<file path="src/rtl/mem_port_arbiter_if.sv">
// Bundle of fetch, load/store and memory-port signals around the unified-memory arbiter.
// The master modport is the arbiter's view; slave is the environment (core + memory).
interface mem_port_arbiter_if #(
  parameter int ADDR_W = 32,
  parameter int DATA_W = 32
);
  logic              if_req;
  logic [ADDR_W-1:0] if_addr;
  logic              if_gnt;
  logic              if_rvalid;
  logic [DATA_W-1:0] if_rdata;
  logic              pc_stall;

  logic              d_req;
  logic              d_we;
  logic [ADDR_W-1:0] d_addr;
  logic [DATA_W-1:0] d_wdata;
  logic              d_gnt;
  logic              d_rvalid;
  logic [DATA_W-1:0] d_rdata;

  logic              mem_req;
  logic              mem_we;
  logic [ADDR_W-1:0] mem_addr;
  logic [DATA_W-1:0] mem_wdata;
  logic              mem_ready;
  logic              mem_rvalid;
  logic [DATA_W-1:0] mem_rdata;

  modport master (
    input  if_req, if_addr, d_req, d_we, d_addr, d_wdata,
           mem_ready, mem_rvalid, mem_rdata,
    output if_gnt, if_rvalid, if_rdata, pc_stall, d_gnt, d_rvalid, d_rdata,
           mem_req, mem_we, mem_addr, mem_wdata
  );

  modport slave (
    output if_req, if_addr, d_req, d_we, d_addr, d_wdata,
           mem_ready, mem_rvalid, mem_rdata,
    input  if_gnt, if_rvalid, if_rdata, pc_stall, d_gnt, d_rvalid, d_rdata,
           mem_req, mem_we, mem_addr, mem_wdata
  );
endinterface

</file>
<file path="src/rtl/mem_port_arbiter.sv">
// Shares one single-port memory between instruction fetch and load/store, one transaction
// in flight, data first, with fetch forced after STARVE_LIMIT consecutive data grants.
module mem_port_arbiter #(
  parameter int ADDR_W       = 32,
  parameter int DATA_W       = 32,
  parameter int STARVE_LIMIT = 3
) (
  input logic                clk,
  input logic                rst,
  mem_port_arbiter_if.master bus
);

  typedef enum logic [1:0] {IDLE, WAIT_IF, WAIT_D} state_e;

  localparam logic [3:0] LIMIT = 4'(STARVE_LIMIT);

  state_e            state_q, state_d;
  logic [3:0]        starve_cnt_q, starve_cnt_d;
  logic [DATA_W-1:0] if_rdata_q, if_rdata_d;
  logic [DATA_W-1:0] d_rdata_q, d_rdata_d;

  logic idle, sel_d, sel_if, if_gnt, d_gnt, if_rvalid, d_rvalid;

  // Requests are masked while rst is high so the memory port reads all-zero during reset.
  assign idle   = !rst && (state_q == IDLE);
  assign sel_d  = idle && bus.d_req && !(bus.if_req && (starve_cnt_q == LIMIT));
  assign sel_if = idle && bus.if_req && !sel_d;

  assign if_gnt    = sel_if && bus.mem_ready;
  assign d_gnt     = sel_d && bus.mem_ready;
  assign if_rvalid = (state_q == WAIT_IF) && bus.mem_rvalid;
  assign d_rvalid  = (state_q == WAIT_D) && bus.mem_rvalid;

  assign bus.mem_req   = idle && (bus.if_req || bus.d_req);
  assign bus.mem_we    = sel_d && bus.d_we;
  assign bus.mem_addr  = sel_d ? bus.d_addr : (sel_if ? bus.if_addr : '0);
  assign bus.mem_wdata = sel_d ? bus.d_wdata : '0;

  assign bus.if_gnt    = if_gnt;
  assign bus.d_gnt     = d_gnt;
  assign bus.if_rvalid = if_rvalid;
  assign bus.d_rvalid  = d_rvalid;
  assign bus.if_rdata  = if_rdata_d;
  assign bus.d_rdata   = d_rdata_d;
  assign bus.pc_stall  = bus.if_req && !if_rvalid;

  // NOTE: every signal gets a default before the branches so no path leaves it unassigned,
  // which would otherwise infer a latch.
  always_comb begin
    state_d      = state_q;
    starve_cnt_d = starve_cnt_q;
    if_rdata_d   = if_rvalid ? bus.mem_rdata : if_rdata_q;
    d_rdata_d    = d_rvalid ? bus.mem_rdata : d_rdata_q;

    unique case (state_q)
      IDLE: begin
        if (if_gnt)     state_d = WAIT_IF;
        else if (d_gnt) state_d = WAIT_D;
      end
      WAIT_IF, WAIT_D: begin
        if (bus.mem_rvalid) state_d = IDLE;
      end
      default: state_d = IDLE;
    endcase

    // Counts data grants that overtook a waiting fetch; saturates so fetch stays forced.
    if (!bus.if_req || if_gnt)                  starve_cnt_d = '0;
    else if (d_gnt && (starve_cnt_q != LIMIT))  starve_cnt_d = starve_cnt_q + 4'd1;
  end

  // NOTE: sequential state uses non-blocking assignments only, so every flop samples the
  // pre-edge value of its neighbours regardless of statement order.
  always_ff @(posedge clk or posedge rst) begin
    if (rst) begin
      state_q      <= IDLE;
      starve_cnt_q <= '0;
      if_rdata_q   <= '0;
      d_rdata_q    <= '0;
    end else begin
      state_q      <= state_d;
      starve_cnt_q <= starve_cnt_d;
      if_rdata_q   <= if_rdata_d;
      d_rdata_q    <= d_rdata_d;
    end
  end

endmodule
</file>
<file path="src/flat_wrapper.sv">
// flat-port wrapper written by rule: the top's interface ports become plain ports
module mem_port_arbiter_flat 
#(
  parameter int ADDR_W       = 32,
  parameter int DATA_W       = 32,
  parameter int STARVE_LIMIT = 3
)
  (clk, rst, bus_if_req, bus_if_addr, bus_d_req, bus_d_we, bus_d_addr, bus_d_wdata, bus_mem_ready, bus_mem_rvalid, bus_mem_rdata, bus_if_gnt, bus_if_rvalid, bus_if_rdata, bus_pc_stall, bus_d_gnt, bus_d_rvalid, bus_d_rdata, bus_mem_req, bus_mem_we, bus_mem_addr, bus_mem_wdata);
  mem_port_arbiter_if #(.ADDR_W(ADDR_W), .DATA_W(DATA_W)) bus_i ();
  input logic clk;
  input logic rst;
  input wire logic [$bits(bus_i.if_req)-1:0] bus_if_req;
  input wire logic [$bits(bus_i.if_addr)-1:0] bus_if_addr;
  input wire logic [$bits(bus_i.d_req)-1:0] bus_d_req;
  input wire logic [$bits(bus_i.d_we)-1:0] bus_d_we;
  input wire logic [$bits(bus_i.d_addr)-1:0] bus_d_addr;
  input wire logic [$bits(bus_i.d_wdata)-1:0] bus_d_wdata;
  input wire logic [$bits(bus_i.mem_ready)-1:0] bus_mem_ready;
  input wire logic [$bits(bus_i.mem_rvalid)-1:0] bus_mem_rvalid;
  input wire logic [$bits(bus_i.mem_rdata)-1:0] bus_mem_rdata;
  output wire logic [$bits(bus_i.if_gnt)-1:0] bus_if_gnt;
  output wire logic [$bits(bus_i.if_rvalid)-1:0] bus_if_rvalid;
  output wire logic [$bits(bus_i.if_rdata)-1:0] bus_if_rdata;
  output wire logic [$bits(bus_i.pc_stall)-1:0] bus_pc_stall;
  output wire logic [$bits(bus_i.d_gnt)-1:0] bus_d_gnt;
  output wire logic [$bits(bus_i.d_rvalid)-1:0] bus_d_rvalid;
  output wire logic [$bits(bus_i.d_rdata)-1:0] bus_d_rdata;
  output wire logic [$bits(bus_i.mem_req)-1:0] bus_mem_req;
  output wire logic [$bits(bus_i.mem_we)-1:0] bus_mem_we;
  output wire logic [$bits(bus_i.mem_addr)-1:0] bus_mem_addr;
  output wire logic [$bits(bus_i.mem_wdata)-1:0] bus_mem_wdata;
  assign bus_i.if_req = bus_if_req;
  assign bus_i.if_addr = bus_if_addr;
  assign bus_i.d_req = bus_d_req;
  assign bus_i.d_we = bus_d_we;
  assign bus_i.d_addr = bus_d_addr;
  assign bus_i.d_wdata = bus_d_wdata;
  assign bus_i.mem_ready = bus_mem_ready;
  assign bus_i.mem_rvalid = bus_mem_rvalid;
  assign bus_i.mem_rdata = bus_mem_rdata;
  assign bus_if_gnt = bus_i.if_gnt;
  assign bus_if_rvalid = bus_i.if_rvalid;
  assign bus_if_rdata = bus_i.if_rdata;
  assign bus_pc_stall = bus_i.pc_stall;
  assign bus_d_gnt = bus_i.d_gnt;
  assign bus_d_rvalid = bus_i.d_rvalid;
  assign bus_d_rdata = bus_i.d_rdata;
  assign bus_mem_req = bus_i.mem_req;
  assign bus_mem_we = bus_i.mem_we;
  assign bus_mem_addr = bus_i.mem_addr;
  assign bus_mem_wdata = bus_i.mem_wdata;
  mem_port_arbiter #(.ADDR_W(ADDR_W), .DATA_W(DATA_W), .STARVE_LIMIT(STARVE_LIMIT)) u_core (.clk(clk), .rst(rst), .bus(bus_i));
endmodule
</file>
<file path="config.mk">
export PLATFORM = sky130hd
export DESIGN_NAME = mem_port_arbiter_flat
export DESIGN_NICKNAME = d
export VERILOG_FILES = /design/src/rtl/mem_port_arbiter_if.sv /design/src/rtl/mem_port_arbiter.sv /design/src/flat_wrapper.sv
export SDC_FILE = /design/constraint.sdc
export NUM_CORES = 1
export LEC_CHECK = 0
export CORE_MARGIN = 2
export CORE_UTILIZATION = 34
export DETAILED_ROUTE_END_ITERATION = 7
export GPL_ROUTABILITY_DRIVEN = 0
export PLACE_DENSITY_LB_ADDON = 0.25
export RECOVER_POWER = 100
export SLEW_MARGIN = 15
export SYNTH_ARGS = -nofsm -noshare
export SYNTH_HDL_FRONTEND = slang
export SYNTH_SLANG_ARGS = --single-unit
</file>
<file path="constraint.sdc">
create_clock -name clk -period 4.3 [get_ports clk]
set_input_delay 0.86 -clock clk [delete_from_list [all_inputs] [get_ports clk]]
set_output_delay 0.86 -clock clk [all_outputs]
set_load 0.05 [all_outputs]
</file>
# Word level (Yosys, flattened, before mapping)
# Index checks and enable logic that the tools add are counted.
[totals]
register_bits = 70
input_bits = 135
out_inout_bits = 135
word_cells = 47
[op_classes]
addsub = 1
eq_ne = 6
mux = 11
reduce_logical = 25
[ops]
columns = ["operator", "count"]
rows = [
  ["32-bit 2-to-1 mux", 5],
  ["1-bit logical AND", 14],
  ["4-bit 2-to-1 mux", 2],
  ["2-bit 2-to-1 mux", 3],
  ["1-bit zero test", 5],
  ["4-bit by 1-bit adder with 4-bit output, second input constant", 1],
  ["4-bit by 2-bit == test with 1-bit output, second input constant", 1],
  ["4-bit by 2-bit inequality test with 1-bit output, second input constant", 1],
  ["2-bit one-hot mux with 2 select lines", 1],
  ["3-bit by 1-bit inequality test with 1-bit output, second input constant", 1],
  ["2-bit by 1-bit == test with 1-bit output, second input constant", 1],
  ["2-bit == test, second input constant", 1],
  ["2-bit zero test", 1],
  ["1-bit logical OR", 2],
  ["2-bit inequality test, second input constant", 1],
  ["2-bit AND reduction", 1],
  ["2-bit nonzero test", 1],
  ["2-bit OR reduction", 1],
]

# Longest topological paths before layout
[depth]
depth_word = 9
ltp_mapped = 6
mapped_depth_nobuf = 5

# Least setup slack after synthesis
# No wires, ideal clock.
[synth_path]
path_type = "input-to-output"
startpoint = "input rst"
endpoint = "output bus_mem_addr[10]"
arrival_ns = 3.531
required_ns = 3.440
setup_slack_ns = -0.091
cell_stages = 4
n_path_buf = 1
cell_sequence = "inv_1 and4_1 clkbuf_1 a22o_1"
[synth_between]
elab_chain_cells = 8
elab_cells_between_ends = 9
cone_classes = "2 x mux; 7 x reduce/logical"
[synth_lines]
columns = ["element", "line", "text"]
rows = [
  ["start: declaration", "flat_wrapper.sv:11", "input logic rst;"],
  ["1-bit zero test (no line) *", "n/a", ""],
  ["1-bit logical AND *", "mem_port_arbiter.sv:25", "assign idle = !rst && (state_q == IDLE);"],
  ["1-bit logical AND (2 in series)", "mem_port_arbiter.sv:26", "assign sel_d = idle && bus.d_req && !(bus.if_req && (starve_cnt_q == LIMIT));"],
  ["1-bit zero test", "mem_port_arbiter.sv:27", "assign sel_if = idle && bus.if_req && !sel_d;"],
  ["1-bit logical AND", "mem_port_arbiter.sv:27", ""],
  ["32-bit 2-to-1 mux", "mem_port_arbiter.sv:36", "assign bus.mem_addr = sel_d ? bus.d_addr : (sel_if ? bus.if_addr : '0);"],
  ["32-bit 2-to-1 mux *", "mem_port_arbiter.sv:36", ""],
  ["end: declaration", "flat_wrapper.sv:30", "output wire logic [$bits(bus_i.mem_addr)-1:0] bus_mem_addr;"],
]
# Every way passes the cells marked *; elsewhere a longest branch is shown, timed or not.

# Worst setup path after layout
[layout_path]
startpoint = "input bus_d_req"
endpoint = "output bus_mem_addr[10]"
[layout_between]
elab_chain_cells = 6
[layout_lines]
columns = ["element", "line", "text"]
rows = [
  ["start: declaration", "flat_wrapper.sv:14", "input wire logic [$bits(bus_i.d_req)-1:0] bus_d_req;"],
  ["1-bit logical AND * (2 in series)", "mem_port_arbiter.sv:26", ""],
  ["1-bit zero test", "mem_port_arbiter.sv:27", ""],
  ["1-bit logical AND", "mem_port_arbiter.sv:27", ""],
  ["32-bit 2-to-1 mux", "mem_port_arbiter.sv:36", ""],
  ["32-bit 2-to-1 mux *", "mem_port_arbiter.sv:36", ""],
]
# Marks and branches as above.

==> impl_results.md <==
* Status: complete, no violations
* Die ar. at 10,900 µm²
* Clock skew at 0.00769 ns
* Leak at 2.53 nW
* Rel. slew slack at 31.4%
* Worst VDD drop at 0.486 mV
* Worst-path clk slew at 0.08 ns
* Initial DRC count at 217
* Crit path DAT at 3.22 ns
* DR vias/cell at 4.95
* Hold path endpoint: u_core.if_rdata_q[22]
* CTS Buf Count at 9
* Netlist cell types at 32
* Hold Violations, Final at 0
* DRT Pass-1 Iters at 4
* Final worst slack at 0.222 ns
* Syn_area_per_cell at 12.9 µm²
* Die extent in y at 104 µm
* Total track usage at 24.7%
* Crit-path leading delay family: buffers and inverters
* Cells after DPL at 656
* Power Density at 746 nW/µm²
* Most frequent cells in the layout: clkdlybuf4s50_1 (131), dfrtp_1 (70), clkbuf_1 (65)
* Layout cells sized above 1 at 17.3%
* Commonest non-fill, non-tap cell in the layout: clkdlybuf4s50_1
* First-pass GRT wire length at 20,500 µm
* Initial Util at 35.1%
* GRT overflow at 0
* Cell chosen for the clock root: clkbuf_8
* CTS Buffer Depth at 2
* Vias at 3,329
* Top_reg_cell synth: dfrtp_1
* Die span in x at 104 µm
* H-Tree Depth at 3
* Netlist Area Pre-Place at 3430 µm²
* Layout Nets at 673
* Post-synth ARST share at 100%
* Reg2reg end: u_core.starve_cnt_q[3]
* Number of port buffers at 269
* Total wire length at 13,500 µm
* Syn_nets at 404
* Post-CTS Setup Bufs at 0
* CP max-delay cell: and4_2
* Remaining DRCs at 0
* Crit-path max cell delay at 0.99 ns
* Final Critical Period at 4.08 ns
* Max-cap check violation count at 0
* Number of gates resized after cts at 0
* WL per Instance at 20.1 µm
* Max Clk Rate at 0.245 GHz
* Register area share after synthesis at 51.1%
* CORE AREA at 9770 µm²
* Reg2reg path depth at 5
* # hold bufs at CTS at 0
* CP bufs+invs at 2
* Hold path cells at 1
* Num Clock Sinks at 70
* Initial antenna violation count at 0
* Hold crit path type: reg -> reg
* Critical R2R Launch: u_core.state_q[0]
* Crit path max fanout at 65
* Antenna viol nets, final at 0
* Post-Synthesis Cells at 265
* Post-DP HPWL at 10,800 µm
* Crit Path Category: in -> out
* Area grow syn2layout at 67.9%
* Critical path capture point type: output port
* Number of global-route vias before repair at 3,540
* Hold Crit Start: u_core.if_rdata_q[22]
* Clock Latency Late Sink at 0.34 ns
* Pre-CTS WS at 0.415 ns
* Row cnt at 36
* Synth warn at 0
* I/O pins at 270
* Fin crit share at 94.8%
* Startpoint type of the worst setup path: input port
* Number of flops mapped to enable cells by yosys at 0
* Largest net degree at the start of global routing at 72
* CP cell instances: dlygate4sd3_1, and4_2, a22o_1, clkbuf_2
* Reg2Reg Setup Slack at 2.45 ns
* Worst slew pin tran at 1.03 ns
* Setup Viol. Count Final at 0
* TritonCTS clock tree: done
* RSZ-0062 raised after global routing: no
* Yosys reg bits at 70
* Final Non-Filler Cells at 672
* Worst Path Required at 3.44 ns
* Final Max Slew Viols at 0
* Antenna Cells at 0
* Post-Route Setup TNS at 0 ns
-- sequential cells by signal, indices dropped and copies added, names as in the netlist --
register,flops
u_core.state_q,2
u_core.if_rdata_q,32
u_core.starve_cnt_q,4
u_core.d_rdata_q,32
-- area by class of cell --
class	instances	area, µm²
clock buffer	9	124
clock inverter	7	81.3
fill	880	4020
inverter	8	33.8
multi-input combinational	171	1520
sequential	70	1750
tap	133	166
timing repair buffer	274	2080
-- cells by family (layout without fill, tap and decap cells) --
logic type	count (synthesis)	count (layout)	synth area share, %
AO/OA/AOI/OAI	49	49	11.8
adder cells (fa/ha/maj)	4	4	1.46
buffers and inverters	24	298	4.27
flip-flops	70	70	51.1
multiplexers	64	64	21.0
AND/OR/NAND/NOR	54	54	10.3
-- cell usage after synthesis (2+ instances only) --
cell type / n / area [µm²]
nand2_1: 4 / 15.0
o21ai_0: 4 / 20.0
inv_1: 8 / 30.0
mux2_2: 64 / 721
and2_1: 33 / 206
a211oi_1: 4 / 30.0
nand3b_1: 2 / 15.0
nor2_1: 2 / 7.51
nand3_1: 2 / 10.0
dfrtp_1: 70 / 1750
buf_2: 9 / 45.0
buf_6: 6 / 67.6
a21oi_1: 3 / 15.0
or3_1: 2 / 12.5
ha_1: 4 / 50.1
a22o_1: 32 / 280
-- report_power, final --
group / leakage [nW] / switching [mW] / internal (mW)
registers: 0.847 / 0.0828 / 0.965
clock network: 0.0944 / 0.269 / 0.276
logic: 1.59 / 2.08 / 0.624
-- worst reg2reg max path, cell delays in order, from the launching register on --
cell	delay, ns
dfrtp_1	0.41
inv_1	0.11
ha_1	0.31
nand4b_1	0.29
or3_1	0.43
a211oi_1	0.22
-- metal layers --
metal | global-route usage, % | routed length, µm
met2 | 41.6 | 6830
met5 | 0 | 0
met4 | 7.92 | 278
met1 | 28.6 | 4990
met3 | 9.90 | 1420
-- how the worst max path moves through the flow --
stage	from	end	cells past startpoint
after floorplan	rst	bus_mem_addr[14]	5
after global placement	bus_d_req	bus_mem_addr[10]	4
after detailed placement	bus_if_req	bus_mem_addr[10]	5
after CTS	bus_if_req	bus_mem_addr[10]	5
after global routing	bus_d_req	bus_mem_addr[10]	4
final	bus_d_req	bus_mem_addr[10]	4
-- metrics by stage --
step	hold WS, ns	total power, mW	utilization [%]	area, µm²
final	0.495	4.29	58.9	5760
after global routing	0.505	4.50	58.9	5760
after detailed placement	0.521	5.20	68.6	6710
after global placement	0.517	5.14	68.6	6710
after floorplan	0.526	3.20	-	3430
after CTS	0.541	5.76	70.7	6910
Power figures use the tool's default switching activity.
==> patch, RTL diff (same flow settings) <==
Re-encode `state_e` (3 states) as one-hot, 3 bits wide.
--- a/src/rtl/mem_port_arbiter.sv
+++ b/src/rtl/mem_port_arbiter.sv
@@ -10,7 +10,7 @@
   mem_port_arbiter_if.master bus
 );
 
-  typedef enum logic [1:0] {IDLE, WAIT_IF, WAIT_D} state_e;
+  typedef enum logic [2:0] {IDLE = 3'b001, WAIT_IF = 3'b010, WAIT_D = 3'b100} state_e;
 
   localparam logic [3:0] LIMIT = 4'(STARVE_LIMIT);
 
Behaviour: same outputs for any inputs over 10 cycles, from zero or initial values and one cycle with rst high; not proved beyond that.
==> patch against the unedited design <==
  * The run now ends with max-capacitance violations, max-slew violations left
  * Sequential share of layout area increased by 0.41 points
  * Cell area increased by 0.15%
  * Wire length fell by 5.4%
  * Area after synthesis rose by 3.5%
  * Sequential cell count increased by 1
  * Count of clock-buffer cells in the layout rose by 1
  * Setup slack gained 0.24 ns
  * Cell count is 10% higher
  * Critical path type unchanged
Power is not compared: it rests on default switching activity, and its combinational part moved more than twofold at a synthesized area within 25%.
==> patch: results (changes against the unedited design) <==
.. list-table::
   :header-rows: 1

   * - Metric
     - Value
   * - Pins over their slew limit
     - 55 (was 0)
   * - End of the worst register-to-register path
     - u_core.state_q[2] (was u_core.starve_cnt_q[3])
   * - Failing checks
     - max-capacitance violations, max-slew violations
   * - Drt first-iter violations
     - 154 (was 217)
   * - Worst setup skew after layout
     - 0.0138 ns (was 0.00769 ns)
   * - Worst Hold Slack
     - 0.485 ns (was 0.495 ns)
   * - Fraction of met3 tracks used by global routing
     - 7.17% (was 9.90%)
   * - Delay of the slowest critical-path stage
     - 0.69 ns (was 0.99 ns)
   * - Met2 layer wire length in the routed design
     - 6600 um (was 6830 um)
   * - Count of plain and timing-repair buffers
     - 278 (was 274)
   * - Total GRT Usage
     - 22.3% (was 24.7%)
   * - Ranking of synthesized cells by area
     - dfrtp_1, mux2_2, nand2_1 (was dfrtp_1, mux2_2, a22o_1)
   * - Fraction of layout cells with a size suffix above 1
     - 8.62% (was 17.3%)
   * - Final core utilization
     - 56.3% (was 58.9%)
   * - FF+latch area
     - 1780 um2 (was 1750 um2)
   * - Count of filler cells inserted in the layout
     - 1004 (was 880)
   * - Post-layout net count
     - 734 (was 673)
   * - Highest routed layer
     - met5 (was met4)
   * - Detailed-routing wirelength on met1
     - 4720 um (was 4990 um)
   * - Multi-input comb cells
     - 233 (was 171)
   * - Hold path endpoint
     - u_core.if_rdata_q[4] (was u_core.if_rdata_q[22])
   * - Total of max-cap violations
     - 1 (was 0)
   * - Routed via count
     - 3617 (was 3329)
   * - Sequential-to-total area share from yosys stat
     - 50.1% (was 51.1%)
   * - Result of the run
     - finished with violations (was finished, final reports clean)
   * - Max-slew headroom
     - -51.8% (was 31.4%)
   * - Mean instance size in the synthesized netlist
     - 10.6 um2 (was 12.9 um2)
   * - Layout clock buffer count
     - 10 (was 9)
   * - Synth top cells by count
     - dfrtp_1, nand2_1, mux2_2 (was dfrtp_1, mux2_2, and2_1)
   * - CP max stage cell
     - or4b_2 (was and4_2)
   * - RR Startpoint
     - u_core.starve_cnt_q[0] (was u_core.state_q[0])
   * - Fraction of met2 tracks used by global routing
     - 39.6% (was 41.6%)
   * - Via count of the first global-routing pass
     - 3768 (was 3540)
   * - Distinct cells, synth
     - 30 (was 32)
   * - Met1 capacity usage during global routing
     - 24.3% (was 28.6%)
   * - Area of combinational cells with multiple inputs
     - 1650 um2 (was 1520 um2)
   * - Met3 Routed Length
     - 1050 um (was 1420 um)
[patch: cell types whose count changed after synthesis, moves of 14 or more]
cell	change
and3_1	+33
a22o_1	-32
o22ai_1	+34
clkbuf_1	+14
nand2_1	+65
and2_1	-33
[patch: worst max-delay path by stage]
| stage | endpoint | slack [ns] | cells after the start | start |
|---|---|---|---|---|
| floorplan | bus_mem_addr[21] | 0.99 | 5 | rst |
| global placement | bus_mem_addr[27] | 0.67 | 6 | rst |
| detailed placement | bus_mem_addr[27] | 0.69 | 6 | rst |
| CTS | bus_mem_addr[27] | 0.68 | 6 | rst |
| global route | bus_if_gnt | 0.35 | 6 | rst |
| finish | bus_mem_req | 0.46 | 4 | rst |
[patch: cells by family after synthesis]
group	count (synthesis)	synth area share, %
and+or+nand+nor	122	17.1
buffers and inverters	31	3.74
DFF	71	50.1
adders and majority gates	1	0.353
muxes	64	20.3
AOI/OAI and AO/OA	46	8.32
